===== config.mk =====
export PLATFORM = sky130hd
export DESIGN_NAME = ysyx_040750_wbu
export DESIGN_NICKNAME = d
export VERILOG_FILES = /design/src/rtl/ysyx_040750_defs.sv /design/src/rtl/ysyx_040750_load_ext.sv /design/src/rtl/ysyx_040750_wbu.sv
export SDC_FILE = /design/constraint.sdc
export NUM_CORES = 1
export LEC_CHECK = 0
export BUFFER_PORTS_ARGS = -buffer_cell sky130_fd_sc_hd__buf_2
export CORE_AREA = 2 2 164 166
export CTS_CLUSTER_DIAMETER = 40
export DETAILED_ROUTE_END_ITERATION = 7
export DIE_AREA = 0 0 166 168
export PLACE_DENSITY = 0.72
export SYNTH_ARGS = -nofsm -noshare
export SYNTH_HDL_FRONTEND = slang
export SYNTH_SLANG_ARGS = --single-unit
export TNS_END_PERCENT = 30

===== constraint.sdc =====
create_clock -name I_sys_clk -period 5.4 [get_ports I_sys_clk]
set_input_delay 0.54 -clock I_sys_clk [delete_from_list [all_inputs] [get_ports I_sys_clk]]
set_output_delay 0.54 -clock I_sys_clk [all_outputs]
set_load 0.02 [all_outputs]

===== src/rtl/ysyx_040750_defs.sv =====
// Shared definitions for the write-back unit: datapath width, load formats,
// state encoding and the latched instruction context.
package ysyx_040750_defs;

    localparam int unsigned XLEN  = 64;
    localparam int unsigned REG_W = 5;
    localparam int unsigned FMT_W = 3;
    localparam int unsigned OFF_W = 3;

    // funct3 of a load; 3'b111 is handled as a full doubleword
    typedef enum logic [FMT_W-1:0] {
        FMT_LB  = 3'b000,
        FMT_LH  = 3'b001,
        FMT_LW  = 3'b010,
        FMT_LD  = 3'b011,
        FMT_LBU = 3'b100,
        FMT_LHU = 3'b101,
        FMT_LWU = 3'b110,
        FMT_LDX = 3'b111
    } load_fmt_t;

    typedef enum logic [1:0] {
        ST_IDLE      = 2'd0,
        ST_WAIT_LOAD = 2'd1,
        ST_WRITE     = 2'd2
    } wbu_state_t;

    // Per-instruction context captured on accept
    typedef struct packed {
        logic [REG_W-1:0] rd;
        logic             rd_wen;
        logic [XLEN-1:0]  pc;
    } wb_ctx_t;

endpackage


===== src/rtl/ysyx_040750_load_ext.sv =====
// Load data extraction: shift the doubleword down by the byte offset, then
// truncate and sign/zero-extend according to the load format.
module ysyx_040750_load_ext
    import ysyx_040750_defs::*;
(
    input  logic [XLEN-1:0]  rdata,
    input  logic [OFF_W-1:0] offset,
    input  logic [FMT_W-1:0] fmt,
    output logic [XLEN-1:0]  data_c
);

    logic [XLEN-1:0] shifted;

    // Byte-offset shift with zero fill; misaligned accesses just see fewer bytes
    always_comb begin
        shifted = rdata >> {offset, 3'b000};
        data_c  = shifted;
        case (load_fmt_t'(fmt))
            FMT_LB:  data_c = {{(XLEN-8){shifted[7]}},   shifted[7:0]};
            FMT_LH:  data_c = {{(XLEN-16){shifted[15]}}, shifted[15:0]};
            FMT_LW:  data_c = {{(XLEN-32){shifted[31]}}, shifted[31:0]};
            FMT_LBU: data_c = {{(XLEN-8){1'b0}},         shifted[7:0]};
            FMT_LHU: data_c = {{(XLEN-16){1'b0}},        shifted[15:0]};
            FMT_LWU: data_c = {{(XLEN-32){1'b0}},        shifted[31:0]};
            FMT_LD,
            FMT_LDX: data_c = shifted;
            default: data_c = shifted;
        endcase
    end

endmodule


===== src/rtl/ysyx_040750_wbu.sv =====
// Write-back unit: accepts retiring instructions, waits for load data,
// and drives the single GPR write port plus forwarding and commit signals.
module ysyx_040750_wbu #(
    parameter int unsigned XLEN = ysyx_040750_defs::XLEN
) (
    input  logic            I_sys_clk,
    input  logic            I_rst,
    input  logic            I_valid,
    output logic            O_ready,
    input  logic [4:0]      I_rd_addr,
    input  logic            I_rd_wen,
    input  logic [XLEN-1:0] I_result,
    input  logic            I_is_load,
    input  logic [2:0]      I_load_fmt,
    input  logic [XLEN-1:0] I_pc,
    input  logic            I_mem_rvalid,
    input  logic [XLEN-1:0] I_mem_rdata,
    output logic            O_wen,
    output logic [4:0]      O_rd_addr,
    output logic [XLEN-1:0] O_wr_data,
    output logic            O_fwd_valid,
    output logic [4:0]      O_fwd_rd,
    output logic [XLEN-1:0] O_fwd_data,
    output logic            O_load_pending,
    output logic [4:0]      O_load_rd,
    output logic            O_commit,
    output logic [XLEN-1:0] O_commit_pc
);

    import ysyx_040750_defs::*;

    wbu_state_t       state_q;
    wbu_state_t       state_d;
    wb_ctx_t          ctx_q;
    logic [XLEN-1:0]  data_q;
    logic [FMT_W-1:0] fmt_q;
    logic [OFF_W-1:0] off_q;
    logic [XLEN-1:0]  ext_data;
    logic             accept;
    logic             load_done;

    assign accept    = I_valid & O_ready;
    assign load_done = (state_q == ST_WAIT_LOAD) & I_mem_rvalid;

    ysyx_040750_load_ext u_load_ext (
        .rdata  (I_mem_rdata),
        .offset (off_q),
        .fmt    (fmt_q),
        .data_c (ext_data)
    );

    // State register
    always_ff @(posedge I_sys_clk or posedge I_rst) begin
        if (I_rst) state_q <= ST_IDLE;
        else       state_q <= state_d;
    end

    // Next-state logic; a WRITE cycle can accept the following instruction
    always_comb begin
        state_d = state_q;
        case (state_q)
            ST_IDLE: begin
                if (accept) state_d = I_is_load ? ST_WAIT_LOAD : ST_WRITE;
            end
            ST_WAIT_LOAD: begin
                if (I_mem_rvalid) state_d = ST_WRITE;
            end
            ST_WRITE: begin
                if (accept) state_d = I_is_load ? ST_WAIT_LOAD : ST_WRITE;
                else        state_d = ST_IDLE;
            end
            default: state_d = ST_IDLE;
        endcase
    end

    // Outputs decoded from state and held registers only
    always_comb begin
        O_ready        = 1'b1;
        O_wen          = 1'b0;
        O_fwd_valid    = 1'b0;
        O_commit       = 1'b0;
        O_load_pending = 1'b0;
        O_rd_addr      = ctx_q.rd;
        O_wr_data      = data_q;
        O_fwd_rd       = ctx_q.rd;
        O_fwd_data     = data_q;
        O_commit_pc    = ctx_q.pc;
        O_load_rd      = ctx_q.rd;
        if (state_q == ST_WAIT_LOAD) begin
            O_ready        = 1'b0;
            O_load_pending = 1'b1;
        end
        if (state_q == ST_WRITE) begin
            O_wen       = ctx_q.rd_wen & (ctx_q.rd != '0);
            O_fwd_valid = ctx_q.rd_wen & (ctx_q.rd != '0);
            O_commit    = 1'b1;
        end
    end

    // Context and data capture: on accept, and when load data returns
    always_ff @(posedge I_sys_clk or posedge I_rst) begin
        if (I_rst) begin
            ctx_q  <= '0;
            data_q <= '0;
            fmt_q  <= '0;
            off_q  <= '0;
        end else if (accept) begin
            ctx_q.rd     <= I_rd_addr;
            ctx_q.rd_wen <= I_rd_wen;
            ctx_q.pc     <= I_pc;
            if (I_is_load) begin
                fmt_q <= I_load_fmt;
                off_q <= I_result[OFF_W-1:0];
            end else begin
                data_q <= I_result;
            end
        end else if (load_done) begin
            data_q <= ext_data;
        end
    end

endmodule


**Word level (Yosys, flattened, before mapping)**

Cells that the tools add are included.
Widths: inputs -> output; s select.

- Output and inout bits: 212
- Logic and storage cells: 44
- Input bits: 206
- Flip-flop bits (word level): 142

- Equality and inequality tests: 12
- Muxes and demuxes: 13
- Bitwise gates (word level): 3
- Shift operators: 1
- Reductions and logical operators: 8

Operator list:

| cell | number |
|---|---|
| $pmux 64 s7 | 1 |
| $mux 64 | 3 |
| $shr 64x6->64 | 1 |
| $eq 3x3->1 const B | 4 |
| $mux 2 | 4 |
| $eq 3x2->1 const B | 2 |
| $ne 2x2->1 const B | 3 |
| $pmux 2 s3 | 1 |
| $reduce_and 2->1 | 3 |
| $reduce_bool 5->1 | 1 |
| $mux 1 | 4 |
| $and 1x1->1 | 3 |
| $eq 3x1->1 const B | 1 |
| $logic_not 3->1 | 1 |
| $eq 2x1->1 const B | 1 |
| $eq 2x2->1 const B | 1 |
| $logic_not 2->1 | 1 |
| $reduce_bool 2->1 | 1 |
| $reduce_or 2->1 | 1 |

**Depth between registers and ports, before layout**

- Depth in word-level cells: 5
- Gate-level depth with buffers: 9
- Gate-level depth less buffers: 6

**Hierarchy**

Synthesis repeated with hierarchy kept, for this count alone.

- Cell total of the unflattened synthesis: 793
- Area, all modules: 9354.0 um^2

By module, submodules not included:

| module | instances | seq. area each (um^2) | area each (um^2) | cells an instance |
|---|---|---|---|---|
| ysyx_040750_wbu | 1 | 3553.4 | 6890.4 | 535 |
| ysyx_040750_load_ext | 1 | 0.0 | 2463.6 | 258 |

**Worst setup path before layout**

OpenSTA, ideal clock, no wires.

- Path kind: register to register
- Start: register state_q[0]
- End: register data_q[56] (netlist: O_fwd_data[56])
- Setup slack: 3.171 ns
- Period minus slack after synthesis: 2.229 ns
- Arrival time: 2.141 ns
- Stages on the path, launching flop included: 10
- Required time: 5.312 ns
- Path buffers: 3
- Library setup time: 0.088 ns
- Cell sequence: dfrtp_1 > nand2b_1 > inv_1 > nand2_1 > o21a_1 > clkbuf_1 > clkbuf_1 > clkbuf_1 > nand2_1 > a22oi_1

- Word-level cells in the longest chain between the ends: 5
- Elaborated cells between the ends (all ways): 8
- Those cells by class: eq/ne: 2; mux: 2; bitwise: 2; reduce/logical: 2

RTL lines:

| what | line | text |
|---|---|---|
| start, declared | ysyx_040750_wbu.sv:32 | `wbu_state_t state_q;` |
| start signal, assigned | ysyx_040750_wbu.sv:55 | `else state_q <= state_d;` |
| $eq 2x1->1 (*) | ysyx_040750_wbu.sv:89 | `if (state_q == ST_WAIT_LOAD) begin` |
| $mux 1 (*) | ysyx_040750_wbu.sv:89 |  |
| via O_ready | ysyx_040750_wbu.sv:9 | `output logic O_ready,` |
| $and 1x1->1 (*) | ysyx_040750_wbu.sv:42 | `assign accept = I_valid & O_ready;` |
| $ne 2x2->1 (no line) / $reduce_bool 2->1 (equally long branches) | -- |  |
| $reduce_and 2->1 (no line) | -- |  |
| end signal, assigned | ysyx_040750_wbu.sv:115 | `data_q <= I_result;` |
| end signal, assigned | ysyx_040750_wbu.sv:118 | `data_q <= ext_data;` |
| end, declared | ysyx_040750_wbu.sv:35 | `logic [XLEN-1:0] data_q;` |

Mark *: on every way through the listed nets, which the timed path passes. The rest lies on a longest branch.
A chain may end at the register's enable or synchronous reset.

**Worst setup path after layout**

- Start: register off_q[1]
- End: register data_q[46] (netlist: O_fwd_data[46])

- Word-level cells in the longest chain between the ends: 4

RTL lines:

| what | line | text |
|---|---|---|
| start, declared | ysyx_040750_wbu.sv:37 | `logic [OFF_W-1:0] off_q;` |
| start signal, assigned | ysyx_040750_wbu.sv:113 | `off_q <= I_result[OFF_W-1:0];` |
| $shr 64x6->64 | ysyx_040750_load_ext.sv:16 | `shifted = rdata >> {offset, 3'b000};` |
| $pmux 64 s7 | ysyx_040750_load_ext.sv:18 | `case (load_fmt_t'(fmt))` |
| $mux 64 | ysyx_040750_wbu.sv:117 | `end else if (load_done) begin` |
| $mux 64 | ysyx_040750_wbu.sv:107 | `end else if (accept) begin` |

No other way between the ends. The select of a mux whose other input is x is not followed.

==> results by stage <==
Timing:
- Dividing the final minimum period by the clock period gives between 60 and 70%.
- The final setup violation count is 0.
- The actual slew at the worst max-slew pin is between 0.9 and 1 ns.
- Subtracting the final worst setup slack from the clock period gives approximately 3.3 ns.
- On the final layout, the worst hold slack is a little over 0.3 ns.
- The final hold violation count was 0.
- Setup repair after global routing left no endpoint under its margin.
- Clock skew on the completed layout was measured at between 0.01 and 0.015 ns.
- The max-slew violation total from the final report is 0.
- The upper clock frequency limit is approximately 0.3 GHz.
- Measured against its own limit, the worst slew margin works out to 37.5%.
- After routing, the total negative slack on setup checks comes to 0 ns.

Yosys:
- The number of synthesized register bits is roughly 140.
- nand2_1 is the most common cell in the netlist.
- Ranked by total cell area, the synthesized netlist is headed by dfrtp_1 39%, buf_4 12%, nand2_1 11%, mux4_2 5.9%, a22oi_1 4.8%.
- Averaged over all synthesized cells, the footprint is ~9.0 sq um.
- The area of the mapped netlist is about 9200 sq um.
- The distinct cell type count of the synthesized netlist is 42.
- Ranked by instance count, the synthesized netlist is headed by 275 x nand2_1, 145 x buf_4, 142 x dfrtp_1.
- Yosys printed 0 warnings.
- The number of nets in the synthesized netlist is roughly 1200.
- The most used flip-flop cell after synthesis is dfrtp_1.
- The synthesized design contains 0 enable-type register cells.
- After synthesis, flip-flops and latches occupy between 30% and 40% of the total area.
- The library cell occupying the most area in the post-synthesis netlist is dfrtp_1.
- The gate count of the mapped netlist is between 1000 and 1500.
- The share of synthesized registers carrying an async set or reset is between 90% and 100%.
- Of the post-synthesis cell area, the dominant cell type holds roughly two fifths.

Detailed routing:
- After the first detailed-routing iteration, the DRC count stood at 664.
- The number of vias in the routed layout is 8349.
- After detailed routing, the average wire length per cell comes to about 20 um.
- The detail route stage leaves a number of antenna-violating nets equal to 0.
- The first TritonRoute pass finished after 5 iterations.
- For this block, the routed nets add up to about 32000 um of wire.
- The ratio of routed vias to standard cells is between 5 and 6.
- After detailed routing, the number of remaining DRC violations is 0.

Hold path:
- The worst hold path class is input pin to register.
- The number of stages on the worst hold path is 3.

Power:
- The switching part of the total is approximately 43%.
- Internal power comes to approximately 2.8 mW.
- Summed over all cells, the static leakage comes to 5.61 nW.
- The total power per unit cell area is about 450 nW/um^2.
- The largest voltage drop on the vdd net is between 0.15 and 0.2 mV.
- The share of total power dissipated in combinational logic is a little over two fifths.
- The net switching component of the power is between 2 and 2.5 mW.
- The clock network burns 24.8% of the power.
- Sequential cells burn approximately 32% of the power.
- The total chip power is roughly 4.9 mW.

Run status:
- The flow ran to the end, and the final reports show no timing, DRC or antenna violations.

Layout:
- The filler cell count in the final layout is about 2600.
- With fillers left out, the area of the finished cells amounts to between 10000 and 15000 sq um.
- The final layout contains between 1000 and 1500 nets.
- The layout overhead on the synthesized area is 20.2%.
- The post-route netlist has 42.1% of its cells at a drive strength greater than 1.

Worst setup path:
- The maximum fanout count along the critical path is between 70 and 80.
- Counting both buffers and inverters, the worst setup path holds a total of 2.
- The required time of the critical path is 5.73 ns.
- The number of cells on the worst reg-to-reg path is 7.
- STA classifies the critical path endpoint as a register.
- On the worst path, the slowest cell contributes a delay of 0.76 ns.
- On the critical path the largest part of the delay comes from buffers and inverters.
- The critical path goes through buf_4 -> mux2i_1 -> mux4_2 -> nor4b_4 -> a2111oi_4 -> buf_4 -> a22oi_1.
- The class of the most critical setup path is register to register.
- The slowest stage of the critical path is the nor4b_4 cell.
- The kind of launch point of the worst setup path is a register.
- The most prevalent standard cell on the critical path is buf_4.
- The critical path runs through a total of 7 cells.
- The data arrival at the endpoint of the critical path is 3.58 ns.

CTS:
- The post-CTS clock slew at the launch and capture registers of the worst setup and hold paths is roughly 0.07 ns.
- The count of clock tree sinks is 142.
- The number of H-tree levels is 4.
- The later pin in the worst-skew pair is clocked with a latency of approximately 0.42 ns.
- The largest buffer count on any clock path is 2.
- Once the clock tree was built, the resizer swapped 0 gates to a different size.
- Clock tree synthesis inserted a total of 17 buffers.
- The number of buffers added to fix hold violations after cts is 0.
- Post-CTS timing repair inserted 0 buffers for setup.
- The tree is rooted in a clkbuf_16.
- The clock tree from TritonCTS is yes.

Floorplanning:
- The standard cell core area is 26400 sq um.
- The die extent in x is ~170 um.
- The height of the die is approximately 170 um.
- In this run the core area contains 60 standard-cell rows.
- The die covers between 20000 and 30000 sq um.
- The initial standard-cell utilization of the core is about a third.
- In this run the count of I/O pins placed on the die edge is about 420.

Global route:
- The number of antenna violations at the first check in global routing is 5.
- In the global route stage, overall resource usage came out at ~22%.
- Summed over all layers, the global routing overflow is 0.
- The number of global-route vias before repair was about 8000.
- The first-pass GRT wire length is approximately 48000 um.
- The pin count of the biggest net entering global routing is roughly 110.

Placed design:
- The HPWL after detailed placement is 24700 um.
- The number of buffer cells added on primary ports is ~420.
- Routability-driven placement finished with a final weighted congestion of between 0.8 and 0.9.
- The post-placement cell area is approximately 10000 sq um.

Run:
- The max-cap violation count is 0.
## metal layers
| metal | up-vias | wire length, um | GRT usage [%] |
|---|---|---|---|
| li1 | 3893 | - | - |
| met1 | 3941 | 12300 | 26.5 |
| met2 | 459 | 16100 | 38.8 |
| met3 | 50 | 2820 | 5.95 |
| met4 | 6 | 800 | 7.67 |
| met5 | - | 36 | 0 |
## path summary, 6_finish.rpt
kind	startpoint	to	slack [ns]
max	off_q[1]	O_fwd_data[46]	2.15
min in group asynchronous	I_rst	O_commit_pc[25]	0.35
max reg2reg	off_q[1]	O_fwd_data[46]	2.15
min	I_rd_addr[0]	O_fwd_rd[0]	0.31
min reg2reg	O_commit_pc[6]	O_commit_pc[6]	0.47
max in group asynchronous	I_rst	off_q[0]	3.90
## power groups by stage
stage / Clock (mW) / Combinational, mW / Sequential, mW
3_5_place_dp: 0 / 2.12 / 1.60
4_1_cts: 1.26 / 2.13 / 1.58
5_1_grt: 1.31 / 2.27 / 1.62
3_3_place_gp: 0 / 2.11 / 1.59
6_report: 1.22 / 2.12 / 1.58
2_1_floorplan: 0 / 1.57 / 1.70
## cell families after synthesis
logic type             share of synthesized area (%)
AOI/OAI and AO/OA                               14.7
buffers and inverters                           15.4
DFF                                             38.8
muxes                                           14.2
and+or+nand+nor                                 16.9
## worst min-delay path, stage by stage
cell	delay, ns
buf_2	0.07
nand2_1	0.04
nand2_1	0.04
## flip-flops by register name (all words and copies together), names as in the netlist
| register | flops |
|---|---|
| O_commit_pc | 64 |
| O_fwd_data | 64 |
| O_fwd_rd | 5 |
| ctx_q | 1 |
| fmt_q | 3 |
| off_q | 3 |
| state_q | 2 |
## stage by stage
stage / setup WS (ns) / util [%] / cells
finish: 2.15 / 41.7 / 1609
global route: 1.95 / 41.7 / 1608
CTS: 2.14 / 41.7 / 1608
detailed placement: 2.16 / 39.5 / 1576
global placement: 2.25 / 39.5 / 1576
floorplan: 1.05 / - / 1022
## final cells by class
cell class	count	area [sq um]	area share, %
sequential	142	3560	32.3
antenna	1	2.50	0.0227
timing repair buffer	428	2170	19.7
clock inverter	13	154	1.40
multi-input combinational	661	4230	38.4
clock buffer	19	443	4.03
inverter	4	20.0	0.182
tap	341	427	3.88
## cells in the final DEF (no fill, tap or decap), types with 18 or more instances in the layout
cell type and count:
a21oi_1 19, a22oi_1 59, buf_2 417, dfrtp_1 140, mux2_2 34, mux2i_1 38, mux4_2 24, nand2_1 274
nor2_1 45, nor3_1 18, o21ai_0 51
(Power assumes the default switching activity.)
